## src/rtl/mem_arbiter.sv

```systemverilog
// mem_arbiter: shares one single-ported memory between the instruction-fetch
// port (I) and the load/store port (D) of the core. Data accesses win
// contention; a starvation counter forces an I grant after STARVE_MAX
// consecutive contested D grants. Every access takes IDLE -> BUSY -> DONE.
// Optional macro MEM_ARB_TIMEOUT_EN: abort a memory access after TIMEOUT
// cycles without m_ready and flag it with err alongside the ack.
module mem_arbiter #(
    parameter int AW         = 32,
    parameter int DW         = 32,
    parameter int STARVE_MAX = 4,
    parameter int TIMEOUT    = 255
) (
    input  logic          clk,
    input  logic          reset,
    input  logic          i_req,
    input  logic [AW-1:0] i_addr,
    output logic [DW-1:0] i_rdata,
    output logic          i_ack,
    input  logic          d_req,
    input  logic          d_we,
    input  logic [AW-1:0] d_addr,
    input  logic [DW-1:0] d_wdata,
    output logic [DW-1:0] d_rdata,
    output logic          d_ack,
    output logic          m_en,
    output logic          m_we,
    output logic [AW-1:0] m_addr,
    output logic [DW-1:0] m_wdata,
    input  logic [DW-1:0] m_rdata,
    input  logic          m_ready,
    output logic          err
);

    localparam int SW = $clog2(STARVE_MAX + 1);

    if (STARVE_MAX < 1 || TIMEOUT < 1) begin : g_bad_params
        $error("mem_arbiter: STARVE_MAX and TIMEOUT must both be >= 1");
    end

    typedef enum logic [1:0] {
        IDLE,
        I_BUSY,
        D_BUSY,
        DONE
    } state_t;

    state_t        state;
    logic [SW-1:0] starve_cnt;
    logic          d_wins;

`ifdef MEM_ARB_TIMEOUT_EN
    localparam int WW = $clog2(TIMEOUT + 1);
    logic [WW-1:0] wait_cnt;
`else
    assign err = 1'b0;
`endif

    // D wins unless I is also waiting and has been passed over STARVE_MAX times
    always_comb begin
        d_wins = d_req && !(i_req && (starve_cnt == SW'(STARVE_MAX)));
    end

    // Arbitration FSM with registered memory-side and requester-side outputs
    always_ff @(posedge clk) begin
        if (!reset) begin
            state      <= IDLE;
            starve_cnt <= '0;
            m_en       <= 1'b0;
            m_we       <= 1'b0;
            m_addr     <= '0;
            m_wdata    <= '0;
            i_ack      <= 1'b0;
            d_ack      <= 1'b0;
            i_rdata    <= '0;
            d_rdata    <= '0;
`ifdef MEM_ARB_TIMEOUT_EN
            wait_cnt   <= '0;
            err        <= 1'b0;
`endif
        end else begin
            case (state)
                IDLE: begin
                    if (d_wins) begin
                        state   <= D_BUSY;
                        m_en    <= 1'b1;
                        m_we    <= d_we;
                        m_addr  <= d_addr;
                        m_wdata <= d_wdata;
                        // only contested wins count; d_wins already implies below max
                        if (i_req && (starve_cnt != SW'(STARVE_MAX))) begin
                            starve_cnt <= starve_cnt + SW'(1);
                        end
                    end else if (i_req) begin
                        state      <= I_BUSY;
                        m_en       <= 1'b1;
                        m_we       <= 1'b0;
                        m_addr     <= i_addr;
                        starve_cnt <= '0;
                    end
`ifdef MEM_ARB_TIMEOUT_EN
                    wait_cnt <= '0;
`endif
                end
                I_BUSY, D_BUSY: begin
                    if (m_ready) begin
                        state <= DONE;
                        m_en  <= 1'b0;
                        m_we  <= 1'b0;
                        if (state == I_BUSY) begin
                            i_ack   <= 1'b1;
                            i_rdata <= m_rdata;
                        end else begin
                            d_ack <= 1'b1;
                            if (!m_we) begin
                                d_rdata <= m_rdata;
                            end
                        end
                    end
`ifdef MEM_ARB_TIMEOUT_EN
                    else if (wait_cnt == WW'(TIMEOUT - 1)) begin
                        state <= DONE;
                        m_en  <= 1'b0;
                        m_we  <= 1'b0;
                        err   <= 1'b1;
                        if (state == I_BUSY) begin
                            i_ack   <= 1'b1;
                            i_rdata <= '0;
                        end else begin
                            d_ack   <= 1'b1;
                            d_rdata <= '0;
                        end
                    end else begin
                        wait_cnt <= wait_cnt + WW'(1);
                    end
`endif
                end
                DONE: begin
                    state <= IDLE;
                    i_ack <= 1'b0;
                    d_ack <= 1'b0;
`ifdef MEM_ARB_TIMEOUT_EN
                    err   <= 1'b0;
`endif
                end
                default: state <= IDLE;
            endcase
        end
    end

endmodule

```

## config.mk

```make
export PLATFORM = sky130hd
export DESIGN_NAME = mem_arbiter
export DESIGN_NICKNAME = d
export VERILOG_FILES = /design/src/rtl/mem_arbiter.sv
export SDC_FILE = /design/constraint.sdc
export NUM_CORES = 1
export LEC_CHECK = 0
export CAP_MARGIN = 20
export CORE_UTILIZATION = 40
export CTS_CLUSTER_SIZE = 20
export DETAILED_ROUTE_END_ITERATION = 8
export HOLD_SLACK_MARGIN = 0.06
export PLACE_DENSITY = 0.81
export SLEW_MARGIN = 20
export SYNTH_ARGS = -nofsm -noshare
export SYNTH_HDL_FRONTEND = slang
export SYNTH_SLANG_ARGS = --single-unit
export TNS_END_PERCENT = 30
```

## constraint.sdc

```tcl
create_clock -name clk -period 4.6 [get_ports clk]
set_clock_uncertainty 0.2 [all_clocks]
set_input_delay 0.92 -clock clk [delete_from_list [all_inputs] [get_ports clk]]
set_output_delay 0.92 -clock clk [all_outputs]
set_load 0.02 [all_outputs]
```

==> After elaboration in Yosys (flattened, before gate mapping) <==
Index checks and enable logic that the tools add are counted.
Widths: inputs -> output; s select.
{ "op_classes": {"addsub": 1, "n_mul": 0, "div_mod_pow": 0, "n_lt_le_gt_ge": 0, "n_eq_ne": 10, "n_shift": 0, "muxes": 22, "n_bitwise": 2, "n_reduce_logical": 18} }
{ "ops": {"columns": ["operator", "n"], "rows": [
  ["$mux 32", 2],
  ["$reduce_and 3->1", 5],
  ["$mux 1", 9],
  ["$mux 3", 3],
  ["$pmux 1 s2", 4],
  ["$mux 2", 3],
  ["$ne 2x2->1 const B", 3],
  ["$ne 3x3->1 const B", 2],
  ["$pmux 2 s3", 1],
  ["$reduce_and 2->1", 3],
  ["$reduce_bool 2->1", 3],
  ["$eq 2x2->1 const B", 2],
  ["$reduce_and 4->1", 1],
  ["$add 3x1->3 const B", 1],
  ["$eq 3x3->1 const B", 1],
  ["$logic_and 1x1->1", 3],
  ["$eq 2x1->1 const B", 1],
  ["$logic_not 2->1", 1],
  ["$ne 2x1->1 const B", 1],
  ["$not 1->1", 2],
  ["$reduce_or 2->1", 1],
  ["$logic_not 1->1", 1]
]} }
{ "totals": {"regBits": 137, "latchBits": 0, "mem_bits_rw": 0, "rom_bits": 0, "output_inout_bits": 133, "mem_count": 0} }

==> Depth between registers and ports, before layout <==
Gate-level depths: netlist of run 1.
{ "logic_depth": {"ltp_word": 6, "mapped_depth": 8} }

==> Least setup slack after synthesis of run 1 <==
Ideal clock, no wire load.
{ "synth_timing": {"path_type": "input -> register", "from": "input m_ready", "to": "register d_rdata[10]", "t_arrival_ns": 1.679, "t_required_ns": 4.334, "setup_slack_ns": 2.655, "stages": 5, "path_cell_list": "and2b_1 -> nor3b_4 -> buf_6 -> nand2_1 -> a21boi_2"} }
{ "synth_between": {"elab_chain_len": 1} }
{ "synth_rtl": {"columns": ["item", "line_no", "rtl"], "rows": [
  ["from (decl)", "30", "input logic m_ready,"],
  ["$reduce_and 4->1 (no line)", null, null],
  ["to (signal assigned)", "115", "d_rdata <= m_rdata;"],
  ["to (decl)", "23", "output logic [DW-1:0] d_rdata,"]
]} }
Every way passes these cells.
A chain may end at the register's enable or synchronous reset.

==> Worst setup path in the final report of run 1 <==
{ "layout_timing": {"from": "register m_we", "to": "output m_we"} }
{ "layout_lines": {"columns": ["item", "line_no", "rtl"], "rows": [
  ["from (decl)", "26", "output logic m_we,"],
  ["from (signal assigned)", "86", "m_we <= d_we;"]
]} }
No word-level cell between the ends.

==> results.cfg, run 1 <==
[global_route]
track_usage_pct = 22.6
grt_remaining_overflow = 0
grt_pass1_vias = 5094
antenna_found_initial = 0
grt_pass1_wl_um = 25500
grt_max_degree = 93

[worst_setup_path]
crit_chain = clkdlybuf4s50_1
crit_family = buffers and inverters
critical_path_class = reg2out
critPathRequiredTime_ns = 3.48
critPathMaxFanout = 4
cp_num_buf_inv = 1
start_kind = flop
reg2reg_from = starve_cnt[0]$_SDFFE_PN0P_
cp.arrival_ns = 1.51
r2r_end = starve_cnt[0]$_SDFFE_PN0P_
rr_worst_depth = 6
cpMaxStageDelayCell = clkdlybuf4s50_1
crit_path_end_kind = output port
cpPeakStageDelay_ns = 0.69
rrSetupSlack_ns = 2.45

[clock_tree]
clk-insertion-delay-late_ns = 0.41
htree_levels = 4
clk_pin_slew_worst_paths_ns = 0.06
cts_tree = built
post_cts_resized = 0
cts_hold_buf = 0
cts_buffer_depth = 2
post_cts_buffers = 0
clock-root-buffer = clkbuf_16
cts_made_buffers = 17
clock_sinks = 137

[sta]
tightest_slew_ns = 0.949
setup_viol = 0
min_period_ns = 2.63
rsz0062_at_grt = no
slew_headroom_pct = 36.7
timing.fmax_ghz = 0.381
fin_ws_ns = 1.97
fin_crit_sh_pct = 57.1
maxSlewViolCount = 0
hold_viol_final = 0
setup-tns-final_ns = 0

[synth]
syn_nets = 802
synth.distinct_cells = 29
synthFlopType = dfxtp_1
async_reset_ff_share_pct = 0
yosysSeqAreaShare_pct = 49.4
netlist_instances = 663
ys_warn_count = 0
netlist_area_mm2 = 0.00555
ys_seq_elements = 137
synth-edff-count = 0
syn-mean-instance-area_um2 = 8.38

[routing]
vias_per_cell = 4.91
wire_per_inst_um = 14.5
drt-total-wl_um = 16000
first_pass_iters = 6
drt-initial-drc-count = 308
drcViolationCount = 0
vias = 5387
ant_nets = 0

[power]
power_frac_clock_pct = 29.7
power_switching_mw = 1.71
finalPower_mw = 4.98
p_leak_nw = 3.23
p_comb_share_pct = 38.2
power_density_mw_per_mm2 = 561
vdd_ir_drop_max_v = 0.000289
sequentialPowerShare_pct = 32.1
intPower_mw = 3.27
swShare_pct = 34.3

[finish]
final_common_cell = clkdlybuf4s50_1
syn_to_final_growth_pct = 59.9
drive_gt1_share_pct = 8.03
finalNetCount = 1047
num_antenna_cells = 0
layout_common_cells = clkdlybuf4s50_1 (264), nand2_1 (235), dfxtp_1 (137)
n_fill_cell = 1121

[hold_path]
whs_endpoint = m_wdata[7]$_SDFFE_PN0P_
whs_path_depth = 2
hp-class = reg2reg
hp-start = m_wdata[7]$_SDFFE_PN0P_

[place]
dp_hpwl_um = 10900
gp_congestion = 0.773
pre_cts_ws_ns = 1.57
numPortBuffers = 265

[floorplanning]
io_pins = 267
rows = 42
die_h_um = 120
die-area_mm2 = 0.0144
core_mm2 = 0.0134
start_util_pct = 41.4
die_w_um = 120

[status]
status = finished clean

[flow_run]
maxCapViolations = 0
-- cell usage after synthesis (5+ instances only) --
library cell / count / area, um2
a21boi_0: 40 / 300
a21boi_1: 30 / 225
a21boi_2: 30 / 338
a21oi_1: 66 / 330
buf_2: 18 / 90.1
buf_6: 7 / 78.8
clkbuf_1: 17 / 63.8
dfxtp_1: 137 / 2740
ha_1: 5 / 62.6
inv_1: 5 / 18.8
nand2_1: 235 / 882
o21ai_0: 38 / 190
-- through the flow --
step / hold slack, ns / utilization, % / area [um2] / instances
after global routing: 0.273 / 66.3 / 8880 / 1097
after detailed placement: 0.245 / 61.4 / 8230 / 1065
after CTS: 0.253 / 66.3 / 8880 / 1097
final: 0.251 / 66.3 / 8880 / 1097
after global placement: 0.240 / 61.4 / 8230 / 1065
after floorplan: 0.260 / - / 5550 / 663
-- metal layers --
| layer | GRT usage (%) | part of all wire, % |
|---|---|---|
| met1 | 26.3 | 42 |
| met2 | 37.9 | 49 |
| met3 | 7.41 | 6.8 |
| met4 | 9.53 | 2.3 |
| met5 | 0 | 0 |
-- registers in the layout, indices dropped and copies added (netlist names) --
signal and flops:
d_ack 1, d_rdata 32, i_ack 1, i_rdata 32
m_addr 32, m_en 1, m_wdata 32, m_we 1
starve_cnt 3, state 2
-- power groups by stage --
| stage | Combinational, mW | Clock (mW) | Sequential [mW] |
|---|---|---|---|
| 2_1_floorplan | 0.808 | 0 | 1.92 |
| 3_3_place_gp | 1.90 | 0 | 1.61 |
| 3_5_place_dp | 1.92 | 0 | 1.61 |
| 4_1_cts | 1.92 | 1.51 | 1.60 |
| 5_1_grt | 2.07 | 1.56 | 1.63 |
| 6_report | 1.90 | 1.48 | 1.60 |
-- cells by family after synthesis --
kind of cell | synth area share (%)
flops | 49.4
buf+inv | 5.27
other cells | 0.0675
compound gates | 25.5
simple gates | 18.6
fa+ha+maj | 1.13
-- worst max-delay path by stage --
stage	to	from	slack (ns)	cells after the start
after global placement	m_addr[31]$_SDFFE_PN0P_	i_req	1.64	6
after floorplan	d_rdata[10]$_SDFFE_PN0P_	m_ready	2.66	5
final	m_we	m_we$_SDFFE_PN0P_	1.97	1
after global routing	m_addr[13]$_SDFFE_PN0P_	i_req	1.80	6
after detailed placement	starve_cnt[0]$_SDFFE_PN0P_	d_req	1.57	4
after CTS	m_we	m_we$_SDFFE_PN0P_	1.94	1
-- area by class of cell --
cell class	instances	area (um2)	area share, %
clock buffer	25	515	5.81
clock inverter	7	135	1.52
inverter	5	18.8	0.211
multi-input combinational	472	2520	28.4
sequential	137	2740	30.9
tap	176	220	2.48
timing repair buffer	275	2730	30.7
(Power assumes the default switching activity.)
==> inputs of run 2 (changes only) <==
==> constraint.sdc (replaced) <==
create_clock -name clk -period 2.65 [get_ports clk]
set_clock_uncertainty 0.2 [all_clocks]
set_input_delay 0.53 -clock clk [delete_from_list [all_inputs] [get_ports clk]]
set_output_delay 0.53 -clock clk [all_outputs]
set_load 0.02 [all_outputs]
==> results.cfg, run 2 (same netlist as run 1, synthesis figures left out) <==
[status]
status = finished clean

[clock_tree]
cts_buffer_depth = 2
clock_sinks = 137
htree_levels = 4
clk-insertion-delay-late_ns = 0.41
cts_made_buffers = 17
cts_tree = built
cts_hold_buf = 0
post_cts_resized = 0
post_cts_buffers = 0
clk_pin_slew_worst_paths_ns = 0.06
clock-root-buffer = clkbuf_16

[sta]
maxSlewViolCount = 0
timing.fmax_ghz = 0.445
min_period_ns = 2.25
hold_viol_final = 0
fin_ws_ns = 0.404
setup-tns-final_ns = 0
rsz0062_at_grt = no
setup_viol = 0
fin_crit_sh_pct = 84.8

[worst_setup_path]
crit_chain = clkdlybuf4s50_1
crit_family = buffers and inverters
cpMaxStageDelayCell = clkdlybuf4s50_1
critical_path_class = reg2out
start_kind = flop
cp_num_buf_inv = 1
critPathMaxFanout = 4
cp.arrival_ns = 1.52
crit_path_end_kind = output port
worst-path-stages = 1
critPathRequiredTime_ns = 1.92
cpPeakStageDelay_ns = 0.68
rr_worst_depth = 7

[place]
place_area_mm2 = 0.00835
numPortBuffers = 265
gp_congestion = 0.777
pre_cts_ws_ns = 0.359
dp_hpwl_um = 11300
placed_cells = 1069

[power]
vdd_ir_drop_max_v = 0.000512
power_density_mw_per_mm2 = 947
finalPower_mw = 8.44
p_leak_nw = 3.24

[finish]
finalNetCount = 1051
num_antenna_cells = 0
syn_to_final_growth_pct = 60.5
fin_area_mm2 = 0.00891
layout_common_cells = clkdlybuf4s50_1 (264), nand2_1 (235), dfxtp_1 (137)
drive_gt1_share_pct = 8.54
stdcell_count = 1101
final_common_cell = clkdlybuf4s50_1

[routing]
first_pass_iters = 4
vias_per_cell = 4.93
wire_per_inst_um = 14.6
ant_nets = 0
drcViolationCount = 0
drt-total-wl_um = 16100
vias = 5432
drt-initial-drc-count = 298

[floorplanning]
io_pins = 267
die_h_um = 120
rows = 42
start_util_pct = 41.4
die-area_mm2 = 0.0144
die_w_um = 120
core_mm2 = 0.0134

[global_route]
antenna_found_initial = 0
track_usage_pct = 22.9
grt_pass1_vias = 5221
grt_remaining_overflow = 0
grt_pass1_wl_um = 25700
grt_max_degree = 52

[flow_run]
maxCapViolations = 0

[hold_path]
whs_path_depth = 2
hp-class = reg2reg
[run 2: cell count changes in the layout (fill, tap and decap cells not counted), sizes merged]
cell and delta:
buf +4, clkbuf -4, clkinv +4, bufinv -3
clkinvlp +2, inv +1
[run 2: cell type report]
cell class	instances	area, um2
Clock buffer	21	470
Clock inverter	11	96.3
Fill cell	1140	4490
Inverter	5	18.8
Multi-Input combinational cell	472	2520
Sequential cell	137	2740
Tap cell	176	220
Timing Repair Buffer	279	2840
[run 2: where the power goes]
part           internal [mW]  switching (mW)  leakage (nW)
Sequential              2.53           0.233          1.12
Clock                   1.36           0.867         0.279
Combinational           1.54            1.91          1.84
Total                   5.43            3.01          3.24
[run 2: worst min-delay path, stage by stage (launching register included)]
cell and delay (ns):
dfxtp_1 0.30, nand2_1 0.05, a21boi_1 0.05
[run 2: per-stage QoR]
step / hold slack (ns) / utilization [%]
after floorplan: 0.260 / -
final: 0.251 / 66.5
after CTS: 0.253 / 66.5
after global placement: 0.239 / 62.3
after global routing: 0.263 / 66.5
after detailed placement: 0.245 / 62.3
[run 2: worst paths after layout]
kind	to	slack, ns	startpoint
setup / recovery	m_we	0.40	m_we$_SDFFE_PN0P_
hold / removal	m_wdata[8]$_SDFFE_PN0P_	0.25	m_wdata[8]$_SDFFE_PN0P_
setup reg to reg	d_rdata[5]$_SDFFE_PN0P_	0.78	state[0]$_SDFFE_PN0P_
hold reg to reg	m_wdata[8]$_SDFFE_PN0P_	0.25	m_wdata[8]$_SDFFE_PN0P_
[run 2: routing by layer]
metal	GRT usage, %	share of wire [%]
met1	27.1	42
met2	38.1	48
met3	6.89	7.0
met4	10.6	3.0
met5	0	0
==> inputs of run 3 (changes only) <==
--- a/config.mk
+++ b/config.mk
@@ -6,11 +6,11 @@
 export NUM_CORES = 1
 export LEC_CHECK = 0
 export CAP_MARGIN = 20
-export CORE_UTILIZATION = 40
+export CORE_UTILIZATION = 37
 export CTS_CLUSTER_SIZE = 20
 export DETAILED_ROUTE_END_ITERATION = 8
 export HOLD_SLACK_MARGIN = 0.06
-export PLACE_DENSITY = 0.81
+export PLACE_DENSITY = 0.79
 export SLEW_MARGIN = 20
 export SYNTH_ARGS = -nofsm -noshare
 export SYNTH_HDL_FRONTEND = slang
==> constraint.sdc (replaced) <==
create_clock -name clk -period 1.9 [get_ports clk]
set_clock_uncertainty 0.2 [all_clocks]
set_input_delay 0.38 -clock clk [delete_from_list [all_inputs] [get_ports clk]]
set_output_delay 0.38 -clock clk [all_outputs]
set_load 0.02 [all_outputs]
==> results.cfg, run 3 (same netlist as run 1, synthesis figures left out) <==
[sta]
fin_ws_ns = 0.112
whs_ns = 0.135
rsz0062_at_grt = no
min_period_ns = 1.79
hold_viol_final = 0
setup_viol = 0
maxSlewViolCount = 0
fin_crit_sh_pct = 94.1
timing.fmax_ghz = 0.559
setup-tns-final_ns = 0

[floorplanning]
io_pins = 267
die_h_um = 125
start_util_pct = 38.1
die-area_mm2 = 0.0155
rows = 44
die_w_um = 125
core_mm2 = 0.0146

[status]
status = finished clean

[global_route]
antenna_found_initial = 0
grt_remaining_overflow = 0
grt_pass1_wl_um = 26200
grt_max_degree = 71
track_usage_pct = 21.0
grt_pass1_vias = 5327

[power]
intPower_mw = 7.68
power_frac_clock_pct = 27.3
sequentialPowerShare_pct = 31.9
p_comb_share_pct = 40.8
power_switching_mw = 4.30
vdd_ir_drop_max_v = 0.000753
swShare_pct = 35.9
power_density_mw_per_mm2 = 1330
p_leak_nw = 3.93

[clock_tree]
clock_sinks = 137
cts_made_buffers = 17
clk_pin_slew_worst_paths_ns = 0.06
clk-insertion-delay-late_ns = 0.41
htree_levels = 4
clock-root-buffer = clkbuf_16
cts_buffer_depth = 2
cts_hold_buf = 0
cts_tree = built

[finish]
finalNetCount = 1070
fin_area_mm2 = 0.00904
fin_util_pct = 62.0
drive_gt1_share_pct = 10.8
layout_common_cells = nand2_1 (234), dfxtp_1 (136), clkdlybuf4s50_1 (132), dlygate4sd2_1 (132), a21oi_1 (66)
num_antenna_cells = 0
final_common_cell = nand2_1
syn_to_final_growth_pct = 62.8

[hold_path]
hp-class = in2reg

[routing]
drcViolationCount = 0
ant_nets = 0
vias = 5437
wire_per_inst_um = 14.6
vias_per_cell = 4.83
first_pass_iters = 5
drt-initial-drc-count = 351
drt-total-wl_um = 16500

[worst_setup_path]
critPathRequiredTime_ns = 2.03
crit_family = simple AND/OR/NAND/NOR gates
start_kind = flop
cp_num_buf_inv = 3
critPathMaxFanout = 16
cp.arrival_ns = 1.92
crit_chain = inv_1 -> ha_4 -> buf_4 -> and2_1 -> and2_4 -> clkbuf_16 -> nand2_1 -> a21boi_1
critical_path_class = reg2reg
cpMaxStageDelayCell = dfxtp_2
crit_path_end_kind = flop
cpPeakStageDelay_ns = 0.33

[place]
dp_hpwl_um = 10900
pre_cts_ws_ns = -0.154
gp_congestion = 0.819
numPortBuffers = 265
place_area_mm2 = 0.00850

[flow_run]
maxCapViolations = 0
==> run 3: cell types whose count changed in the layout (fill, tap and decap cells not counted), sizes merged <==
cell | before | now
bufinv | 1 | 2
clkdlybuf4s50 | 264 | 132
dlygate4sd2 | 0 | 132
clkinv | 7 | 4
buf | 15 | 31
inv | 6 | 5
clkbuf | 21 | 26
clkinvlp | 2 | 1
==> run 3: worst reg2reg max path: stages (launching register included) <==
cell and delay, ns:
dfxtp_2 0.33, inv_1 0.10, ha_4 0.15, buf_4 0.14, and2_1 0.20, and2_4 0.21, clkbuf_16 0.19, nand2_1 0.07
a21boi_1 0.14
==> run 3: routing by layer <==
layer | vias to the layer above | GRT usage, % | wire [um] | share of wire, %
met3 | 25 | 5.71 | 962 | 5.8
met5 | - | 0 | 0 | 0
li1 | 2718 | - | - | -
met1 | 2495 | 23.6 | 6970 | 42
met2 | 199 | 36.6 | 8190 | 50
met4 | 0 | 9.50 | 373 | 2.3
==> run 3: what timing repair did <==
action | in CTS | in global routing
endpoints found under the setup margin | 132 | 55
setup buffers | 0 | 2
gates cloned | 0 | 3
endpoints found under the hold margin | 0 | 0
resized for setup | 132 | 10
pin swaps | 0 | 1
==> run 3: final cells by class <==
class                   count  area, um2
inverters                   5       18.8
clock inverters             7       91.3
fillers                  1313       5550
multi-input cells         472       2550
well taps                 184        230
repair buffers            298       2910
clock buffers              23        498
flip-flops and latches    137       2740
==> run 3: path summary, 6_finish.rpt <==
check / start / end / slack, ns / cells after the start
hold / removal: reset / m_addr[26]$_SDFFE_PN0P_ / 0.14 / 3
hold reg to reg: m_wdata[17]$_SDFFE_PN0P_ / m_wdata[17]$_SDFFE_PN0P_ / 0.25 / 2
setup / recovery: state[0]$_SDFFE_PN0P_ / m_wdata[15]$_SDFFE_PN0P_ / 0.11 / 8
setup reg to reg: state[0]$_SDFFE_PN0P_ / m_wdata[15]$_SDFFE_PN0P_ / 0.11 / 8
==> run 3: power groups by stage <==
stage / logic [mW] / clock network (mW) / registers (mW)
after floorplan: 1.96 / 0 / 4.65
after global placement: 4.97 / 0 / 3.89
after detailed placement: 5.03 / 0 / 3.90
after CTS: 4.62 / 3.34 / 3.83
after global routing: 5.31 / 3.50 / 3.91
final: 4.89 / 3.27 / 3.83
==> run 3: stage by stage <==
stage                     total power, mW  cells
after global placement               8.86   1091
after detailed placement             8.93   1091
after floorplan                      6.60    663
final                                12.0   1126
after global routing                 12.7   1126
after CTS                            11.8   1121
